File: src/rtl/arith_sched.sv
// Job sequencer for the arithmetic pipeline: softmax (exp+sum then div replay), GeLU and AGG streams.
// Optional ARITH_SCHED_CHK_EN adds an err output and rejects op 3 / oversized softmax commands.
module arith_sched #(
  parameter int MAX_LEN   = 8,
  parameter int LEN_W     = 4,
  parameter int DRAIN_CYC = 4
) (
  input  logic             clk,
  input  logic             rst_n,
  input  logic             cmd_valid,
  output logic             cmd_ready,
  input  logic [1:0]       cmd_op,
  input  logic [LEN_W-1:0] cmd_len,
  input  logic             dat_valid,
  output logic             dat_ready,
  input  logic [15:0]      dat_data,
  input  logic [15:0]      dat_psum,
  output logic             pipe_in_valid,
  output logic [15:0]      pipe_in_data,
  output logic [15:0]      pipe_in_psum,
  output logic [1:0]       pipe_in_mode,
  input  logic             pipe_out_valid,
  output logic             busy,
  output logic             done
`ifdef ARITH_SCHED_CHK_EN
  ,
  output logic             err
`endif
);

  localparam int IDX_W = (MAX_LEN > 1) ? $clog2(MAX_LEN) : 1;
  localparam int TMR_W = $clog2(DRAIN_CYC + 2);
  localparam logic [LEN_W-1:0] MAX_LEN_L = LEN_W'(MAX_LEN);
  localparam logic [TMR_W-1:0] DRAIN_L   = TMR_W'(DRAIN_CYC);

  typedef enum logic [2:0] {
    S_IDLE, S_EXP, S_SETTLE, S_DIV, S_DRAIN, S_STREAM, S_WAIT_OUT, S_DONE
  } state_t;

  state_t           state_q, state_d;
  logic [1:0]       op_q, op_d;
  logic [LEN_W-1:0] len_q, len_d;
  logic [LEN_W-1:0] cnt_q, cnt_d, cnt_inc;
  logic [LEN_W-1:0] out_cnt_q, out_cnt_d;
  logic [TMR_W-1:0] timer_q, timer_d;
  logic [15:0]      buf_q [MAX_LEN];
  logic [IDX_W-1:0] idx;
  logic             dat_fire;
  logic             iss_valid;
  logic [15:0]      iss_data, iss_psum;
  logic [1:0]       iss_mode;
`ifdef ARITH_SCHED_CHK_EN
  logic             chk_q, chk_d, bad_cmd;
  assign bad_cmd = (cmd_op == 2'd3) || (cmd_op == 2'd0 && cmd_len > MAX_LEN_L);
`endif

  assign cnt_inc  = cnt_q + LEN_W'(1);
  assign idx      = cnt_q[IDX_W-1:0];
  assign dat_fire = dat_valid && (state_q == S_EXP || state_q == S_STREAM);

  always_ff @(posedge clk or negedge rst_n) begin
    if (!rst_n) begin
      state_q       <= S_IDLE;
      op_q          <= '0;
      len_q         <= '0;
      cnt_q         <= '0;
      out_cnt_q     <= '0;
      timer_q       <= '0;
      pipe_in_valid <= 1'b0;
      pipe_in_data  <= '0;
      pipe_in_psum  <= '0;
      pipe_in_mode  <= '0;
`ifdef ARITH_SCHED_CHK_EN
      chk_q         <= 1'b0;
`endif
    end else begin
      state_q       <= state_d;
      op_q          <= op_d;
      len_q         <= len_d;
      cnt_q         <= cnt_d;
      out_cnt_q     <= out_cnt_d;
      timer_q       <= timer_d;
      pipe_in_valid <= iss_valid;
      // Data/psum/mode only move on an issue so the pipeline sees stable values during bubbles.
      if (iss_valid) begin
        pipe_in_data <= iss_data;
        pipe_in_psum <= iss_psum;
        pipe_in_mode <= iss_mode;
      end
`ifdef ARITH_SCHED_CHK_EN
      chk_q         <= chk_d;
`endif
    end
  end

  // Replay buffer holds the exp-pass operands for the div pass; contents need no reset.
  always_ff @(posedge clk) begin
    if (state_q == S_EXP && dat_fire) buf_q[idx] <= dat_data;
  end

  always_comb begin
    state_d   = state_q;
    op_d      = op_q;
    len_d     = len_q;
    cnt_d     = cnt_q;
    timer_d   = timer_q;
    out_cnt_d = out_cnt_q;
`ifdef ARITH_SCHED_CHK_EN
    chk_d     = chk_q;
`endif
    if ((state_q == S_STREAM || state_q == S_WAIT_OUT) && pipe_out_valid && out_cnt_q != len_q)
      out_cnt_d = out_cnt_q + LEN_W'(1);
    case (state_q)
      S_IDLE: begin
        if (cmd_valid) begin
          op_d      = cmd_op;
          len_d     = (cmd_op == 2'd0 && cmd_len > MAX_LEN_L) ? MAX_LEN_L : cmd_len;
          cnt_d     = '0;
          out_cnt_d = '0;
          if (cmd_len == '0)        state_d = S_DONE;
          else if (cmd_op == 2'd0)  state_d = S_EXP;
          else                      state_d = S_STREAM;
`ifdef ARITH_SCHED_CHK_EN
          chk_d = bad_cmd;
          if (bad_cmd) state_d = S_DONE;
`endif
        end
      end
      S_EXP: begin
        if (dat_fire) begin
          cnt_d = cnt_inc;
          if (cnt_inc == len_q) begin
            state_d = S_SETTLE;
            timer_d = DRAIN_L;
          end
        end
      end
      S_SETTLE: begin
        if (timer_q <= TMR_W'(1)) begin
          state_d = S_DIV;
          cnt_d   = '0;
        end else begin
          timer_d = timer_q - TMR_W'(1);
        end
      end
      S_DIV: begin
        cnt_d = cnt_inc;
        if (cnt_inc == len_q) begin
          state_d = S_DRAIN;
          timer_d = DRAIN_L;
        end
      end
      S_DRAIN: begin
        if (timer_q <= TMR_W'(1)) state_d = S_DONE;
        else                      timer_d = timer_q - TMR_W'(1);
      end
      S_STREAM: begin
        if (dat_fire) begin
          cnt_d = cnt_inc;
          if (cnt_inc == len_q) state_d = S_WAIT_OUT;
        end
      end
      // A result arriving this cycle already counts, so done follows the last result by one cycle.
      S_WAIT_OUT: if (out_cnt_d == len_q) state_d = S_DONE;
      S_DONE:     state_d = S_IDLE;
      default:    state_d = S_IDLE;
    endcase
  end

  always_comb begin
    cmd_ready = rst_n && (state_q == S_IDLE);
    dat_ready = (state_q == S_EXP) || (state_q == S_STREAM);
    busy      = (state_q != S_IDLE);
    done      = (state_q == S_DONE);
`ifdef ARITH_SCHED_CHK_EN
    err       = chk_q && (state_q == S_DONE);
`endif
    iss_valid = 1'b0;
    iss_data  = pipe_in_data;
    iss_psum  = pipe_in_psum;
    iss_mode  = pipe_in_mode;
    case (state_q)
      S_EXP: begin
        if (dat_fire) begin
          iss_valid = 1'b1;
          iss_data  = dat_data;
          iss_mode  = 2'd0;
        end
      end
      S_DIV: begin
        iss_valid = 1'b1;
        iss_data  = buf_q[idx];
        iss_mode  = 2'd1;
      end
      S_STREAM: begin
        if (dat_fire) begin
          iss_valid = 1'b1;
          iss_data  = dat_data;
          if (op_q == 2'd2) begin
            iss_mode = 2'd3;
            iss_psum = dat_psum;
          end else begin
            iss_mode = 2'd2;
          end
        end
      end
      default: ;
    endcase
  end

endmodule
File: config.mk
export PLATFORM = sky130hd
export DESIGN_NAME = arith_sched
export DESIGN_NICKNAME = d
export VERILOG_FILES = /design/src/rtl/arith_sched.sv
export SDC_FILE = /design/constraint.sdc
export NUM_CORES = 1
export LEC_CHECK = 0
export CAP_MARGIN = 40
export CORE_MARGIN = 1.5
export CORE_UTILIZATION = 60
export CTS_CLUSTER_SIZE = 14
export DETAILED_ROUTE_END_ITERATION = 7
export DONT_BUFFER_PORTS = 1
export GPL_ROUTABILITY_DRIVEN = 0
export GPL_TIMING_DRIVEN = 0
export PLACE_DENSITY_LB_ADDON = 0.2
export SYNTH_ARGS = -nofsm -noshare
export SYNTH_HDL_FRONTEND = slang
export SYNTH_SLANG_ARGS = --single-unit
export TNS_END_PERCENT = 100
File: constraint.sdc
create_clock -name clk -period 4.6 [get_ports clk]
set_input_delay 0.92 -clock clk [delete_from_list [all_inputs] [get_ports clk]]
set_output_delay 0.92 -clock clk [all_outputs]
set_load 0.1 [all_outputs]
==> results of run 1 <==
==> stage by stage <==
stage	cell area [um^2]	instances	hold WS, ps
floorplan	7680	493	446
detailed placement	8300	684	501
global route	8940	717	158
CTS	8910	716	161
global placement	7900	665	462
finish	8940	717	183
==> final timing paths <==
kind                       slack (ps)               end  cells after the start       start
max in group asynchronous        4290  pipe_in_data[14]                      0       rst_n
min in group clk                  520           op_q[1]                      2     op_q[1]
min                               180   pipe_in_data[4]                      0       rst_n
max reg2reg                      1640       buf_q[1][9]                      7  state_q[1]
max                              1500              done                      5  state_q[2]
min reg2reg                       520           op_q[1]                      2     op_q[1]
==> where the power goes <==
| part | switching (mW) | total [mW] | internal (mW) |
|---|---|---|---|
| Clock | 0.626 | 1.46 | 0.830 |
| Sequential | 0.922 | 2.94 | 2.02 |
| Combinational | 1.31 | 2.20 | 0.891 |
| Total | 2.85 | 6.59 | 3.74 |
==> cells in the mapped netlist (3+ instances only) <==
| cell | count |
|---|---|
| a21oi_1 | 21 |
| a31oi_1 | 3 |
| buf_2 | 10 |
| buf_4 | 3 |
| buf_6 | 3 |
| clkbuf_1 | 9 |
| dfrtp_1 | 55 |
| edfxtp_1 | 128 |
| ha_1 | 4 |
| inv_1 | 10 |
| mux2_2 | 16 |
| mux2i_1 | 17 |
| mux4_2 | 32 |
| nand2_1 | 43 |
| nand2b_1 | 4 |
| nand3_1 | 10 |
| nand4_1 | 3 |
| nor2_1 | 33 |
| nor2b_1 | 4 |
| nor3_1 | 3 |
| o21ai_0 | 25 |
| o31ai_1 | 4 |
| xnor2_1 | 10 |
| xor2_1 | 6 |
==> critical path, cell delays in order, from the launching register on <==
cell and delay, ps:
dfrtp_1 350, clkbuf_1 400, clkbuf_1 400, inv_1 200
nor2_2 190, buf_8 210
==> area by class of cell <==
cell class | instances | share of cell area
clock inverters | 14 | 0.0188
clock buffers | 18 | 0.0491
repair buffers | 20 | 0.0455
well taps | 172 | 0.0241
multi-input cells | 273 | 0.258
plain buffers | 27 | 0.0168
inverters | 10 | 0.00420
flip-flops and latches | 183 | 0.584
==> registers in the layout (all words and copies together), names as in the netlist <==
name,count
buf_q,128
cnt_q,4
len_q,4
op_q,2
out_cnt_q,4
pipe_in_data,16
pipe_in_mode,2
pipe_in_psum,16
pipe_in_valid,1
state_q,3
timer_q,3
==> kinds of logic (layout without fill, tap and decap cells) <==
logic type / Yosys count / count (layout) / share of synthesized area
flip-flops: 183 / 183 / 0.680
AND/OR/NAND/NOR: 114 / 114 / 0.0697
AO/OA/AOI/OAI: 72 / 72 / 0.0572
multiplexers: 65 / 65 / 0.139
buffers and inverters: 37 / 89 / 0.0243
XOR/XNOR: 18 / 18 / 0.0233
adder cells (fa/ha/maj): 4 / 4 / 0.00652
==> metal layers <==
layer  routed length [um]  share of wire
met5                    0              0
met4                  298          0.019
met3                 1190          0.075
met2                 8090           0.51
met1                 6220           0.39
==> results.md, run 1 <==
- Run status: completed
- Setup repair bufs after CTS: 0
- Core footprint: 12600 um^2
- Number of synthesized flops with an enable pin: 128
- Final period util: 0.674
- Clock root buffer: clkbuf_16
- Skew-Pair Late Insertion Delay: 430 ps
- Skew final: 13.7 ps
- Layout cells sized above 1: 0.244
- Synthesized area: 7680 um^2
- Largest net degree at the start of global routing: 57
- Most common cell after layout, fill and taps aside: edfxtp_1
- Crit path DAT: 2180 ps
- DP Worst Slack: 1730 ps
- Number of routed nets with antenna violations: 0
- Area of the multi-input gates: 2300 um^2
- Die H: 116 um
- Initial drt markers: 405
- Setup violations, final: 0
- Synth unique cells: 53
- Max rail drop VDD: 0.363 mV
- 1st-pass router iterations: 4
- DRC viols: 0
- # H-tree levels: 4
- Antenna fix cells: 0
- # IOs: 82
- GR Util met3: 0.0649
- Met1 Use GR: 0.335
- CP Data Required Time: 3680 ps
- Initial antenna violation count: 0
- Vias in the first global route: 4553
- Pwr Density: 738 nW/um^2
- First-pass GRT wire length: 24800 um
- Post-CTS Resized: 0
- Die W: 116 um
- Unrepaired setup endpoints after global routing: false
- Post-DP HPWL: 10600 um
- Initial core utilization: 0.611
- Top cells by area, synth: edfxtp_1 (50%), dfrtp_1 (18%), mux4_2 (9.4%), mux2_2 (2.3%), mux2i_1 (2.2%)
- Slew headroom: 0.395
- FMAX: 323 MHz
- Sequential Area: 5220 um^2
- Slew @ Worst Pin: 907 ps
- Slew Viols, Final: 0
- Full die area: 13500 um^2
- Crit path kind: reg2out
- Fillcell total: 807
- Final core occ: 0.711
- Post-cts hold buffer count: 0
- Area Overhead vs Synth: 16.4%
- Syn Inst Count: 493
- CP endpoint kind: output port
- Final hold vios: 0
- Routed vias: 4357
- Cell Rows: 41
- Crit path max fanout: 10
- GRT Resource Usage Total: 0.258
- Setup ws final: 1500 ps
- Routed WL per cell: 22.0 um
- Worst Setup Start Kind: flop
- CTS tree: built
- Number of port buffers: 0
- Post-Syn Nets: 540
- Layout Nets: 579
- Leakage: 3.27 nW
- # clock sinks: 183
- Gr busiest metal: met2
- Final Critical Period: 3100 ps
- Met2 Use GR: 0.423
- Synth top area share: 0.500
- Seq/Total Area, Yosys: 0.680
- Min-Delay Path Class: in2async
- Total wire length: 15800 um
- Total CTS buffers: 17
- Synth Register Bits: 183
- Worst-case clock buffer depth: 2
- FFs w/ async S/R, synth: 0.301
- Tot Pwr: 6.59 mW
- TNS Setup: 0 ps
- Most used cells in the layout excluding fill and tap cells: edfxtp_1 (128), dfrtp_1 (55), nand2_1 (43), mux4_2 (32), nor2_1 (26)
- Grt ovf: 0
- Top FF cell, synth: edfxtp_1
- Largest area contributor in the netlist: edfxtp_1
- DR vias/cell: 6.08
- Mean Syn Cell Area: 15.6 um^2
- MaxCap Viol Count: 0
- Reg clk slew, reported paths: 70 ps
- Warnings from Yosys: 0
(Power assumes the default switching activity.)
==> inputs of run 2 (changes only) <==
==> constraint.sdc (replaced) <==
create_clock -name clk -period 2.9 [get_ports clk]
set_input_delay 0.58 -clock clk [delete_from_list [all_inputs] [get_ports clk]]
set_output_delay 0.58 -clock clk [all_outputs]
set_load 0.1 [all_outputs]
==> results.md, run 2 (synthesis gave the netlist of run 1 again) <==
- Slew Viols, Final: 0 (unchanged)
- Die W: 116 um (unchanged)
- Clock root buffer: clkbuf_16 (unchanged)
- Setup violations, final: 0 (unchanged)
- 1st-pass router iterations: 5 (was 4)
- Slew @ Worst Pin: 908 ps (was 907 ps)
- Biggest register: buf_q (unchanged)
- Met1 wire length: 6390 um (was 6220 um)
- Final period util: 0.908
- Vias in the first global route: 4567 (was 4553)
- Reg2reg start: cnt_q[0] (was state_q[1])
- Reg clk slew, reported paths: 70 ps (about the same)
- Fillcell total: 804 (was 807)
- Post-DP HPWL: 10600 um (unchanged)
- Initial core utilization: 0.611 (unchanged)
- Full die area: 13500 um^2 (unchanged)
- Worst Setup SP: cnt_q[0] (was state_q[2])
- Tot Pwr: 10.5 mW (was 6.59 mW)
- Min-Delay Path Class: in2async (unchanged)
- MaxCap Viol Count: 0 (unchanged)
- Number of port buffers: 0 (unchanged)
- CTS tree: built (unchanged)
- Final Critical Period: 2630 ps
- Grt ovf: 0 (unchanged)
- Largest net degree at the start of global routing: 56 (was 57)
- Total wire length: 15900 um (was 15800 um)
- Final core occ: 0.714 (was 0.711)
- Layout cells sized above 1: 0.248 (was 0.244)
- Max rail drop VDD: 0.579 mV (was 0.363 mV)
- First-pass GRT wire length: 24900 um (was 24800 um)
- Cell Rows: 41 (unchanged)
- Pwr Density: 1170 nW/um^2 (was 738 nW/um^2)
- Initial antenna violation count: 0 (unchanged)
- Antenna fix cells: 0 (unchanged)
- Failing checks: negative hold slack
- # IOs: 82 (unchanged)
- Worst-case clock buffer depth: 2 (unchanged)
- Crit path kind: reg2reg (was reg2out)
- Routed WL per cell: 22.2 um (was 22.0 um)
- Skew-Pair Late Insertion Delay: 430 ps (about the same)
- Routed vias: 4399 (was 4357)
- Final hold vios: 1 (was 0)
- Crit path max fanout: 13 (was 10)
- Metal2 WL: 8080 um (was 8090 um)
- Skew final: 9.84 ps (was 13.7 ps)
- Total CTS buffers: 17 (unchanged)
- # clock sinks: 183 (unchanged)
- Most used cells in the layout excluding fill and tap cells: edfxtp_1 (128), dfrtp_1 (55), nand2_1 (43), mux4_2 (32), nor2_1 (26) (unchanged)
- Reg2reg end: buf_q[2][5] (was buf_q[1][9])
- Slew headroom: 0.395 (about the same)
- WL met3: 1100 um (was 1190 um)
- # H-tree levels: 4 (unchanged)
- Highest routed layer: met4 (unchanged)
- Core footprint: 12600 um^2 (unchanged)
- Crit path DAT: 2770 ps (was 2180 ps)
- Most common cell after layout, fill and taps aside: edfxtp_1 (unchanged)
- Leakage: 3.28 nW (was 3.27 nW)
- R2R depth: 5 (was 7)
- Run status: finished, violations left (was completed)
- FMAX: 380 MHz
- Area Overhead vs Synth: 16.8% (was 16.4%)
- Layout Nets: 578 (was 579)
- Initial drt markers: 372 (was 405)
- CP Data Required Time: 3040 ps (was 3680 ps)
- Number of routed nets with antenna violations: 0 (unchanged)
- Unrepaired setup endpoints after global routing: false (unchanged)
- GRT Resource Usage Total: 0.260 (was 0.258)
- CP endpoint kind: flop (was output port)
- DR vias/cell: 6.14 (was 6.08)
- Max reg flops: 128 (unchanged)
- Die H: 116 um (unchanged)
- Setup repair bufs after CTS: 0 (unchanged)
- DRC viols: 0 (unchanged)
- WHS: -3.55 ps (was 183 ps)
- Worst Setup Start Kind: flop (unchanged)
- R2R Setup Slk: 270 ps (was 1640 ps)
- Largest registers: buf_q x128, pipe_in_data x16, pipe_in_psum x16 (unchanged)
[run 2: cell count changes in the layout (fill, tap and decap cells not counted)]
cell and change:
nor3_4 +1, nor3_2 -1, clkbuf_1 -2, buf_1 -1, buf_16 +1, nor2_2 -1
clkbuf_2 +1, nor2_4 +1
[run 2: cell type report]
| class | count | area [um^2] | area share |
|---|---|---|---|
| Timing Repair Buffer | 21 | 434 | 0.0484 |
| Multi-Input combinational cell | 273 | 2310 | 0.258 |
| Inverter | 10 | 37.5 | 0.00418 |
| Clock buffer | 18 | 439 | 0.0490 |
| Clock inverter | 14 | 168 | 0.0187 |
| Tap cell | 172 | 215 | 0.0240 |
| Sequential cell | 183 | 5220 | 0.582 |
| Buffer | 25 | 144 | 0.0160 |
[run 2: repair_timing]
item | CTS | global route
hold endpoints to repair | 55 | 0
hold buffers | 1 | 0
setup endpoints to repair | 7 | 46
pin swaps | 0 | 0
gates resized for setup | 2 | 2
[run 2: through the flow]
stage | instance area (um^2) | setup TNS, ps | instances | worst slack [ps]
finish | 8970 | 0 | 716 | 267
global route | 8970 | 0 | 716 | 139
CTS | 8950 | 0 | 717 | 8.97
detailed placement | 8300 | 0 | 684 | 26.2
global placement | 7900 | -73750 | 665 | -1410
floorplan | 7680 | 0 | 493 | 39.7
[run 2: power breakdown]
part	switching [mW]	total, mW	internal [mW]	leakage [nW]
combinational	2.08	3.50	1.41	1.13
clock	1.00	2.32	1.32	0.295
sequential	1.46	4.67	3.20	1.85
total	4.55	10.5	5.93	3.28
[run 2: worst max-delay path by stage]
stage / to / slack (ps) / depth (start not counted)
after detailed placement: buf_q[1][9] / 30 / 7
after global routing: busy / 140 / 3
after floorplan: done / 40 / 4
after CTS: buf_q[1][7] / 9 / 7
final: buf_q[2][5] / 270 / 5
after global placement: buf_q[1][5] / -1410 / 5
[run 2: critical path, stage by stage, from the launching register on]
cell and delay [ps]:
dfrtp_1 380, clkbuf_2 320, buf_2 360, or3_1 500, nor2_2 540, buf_8 230
[run 2: routing by layer]
layer  track usage  up-vias
met2         0.425      200
met4         0.106        0
met3        0.0680       27
met5             0        -
li1              -     1940
met1         0.337     2232
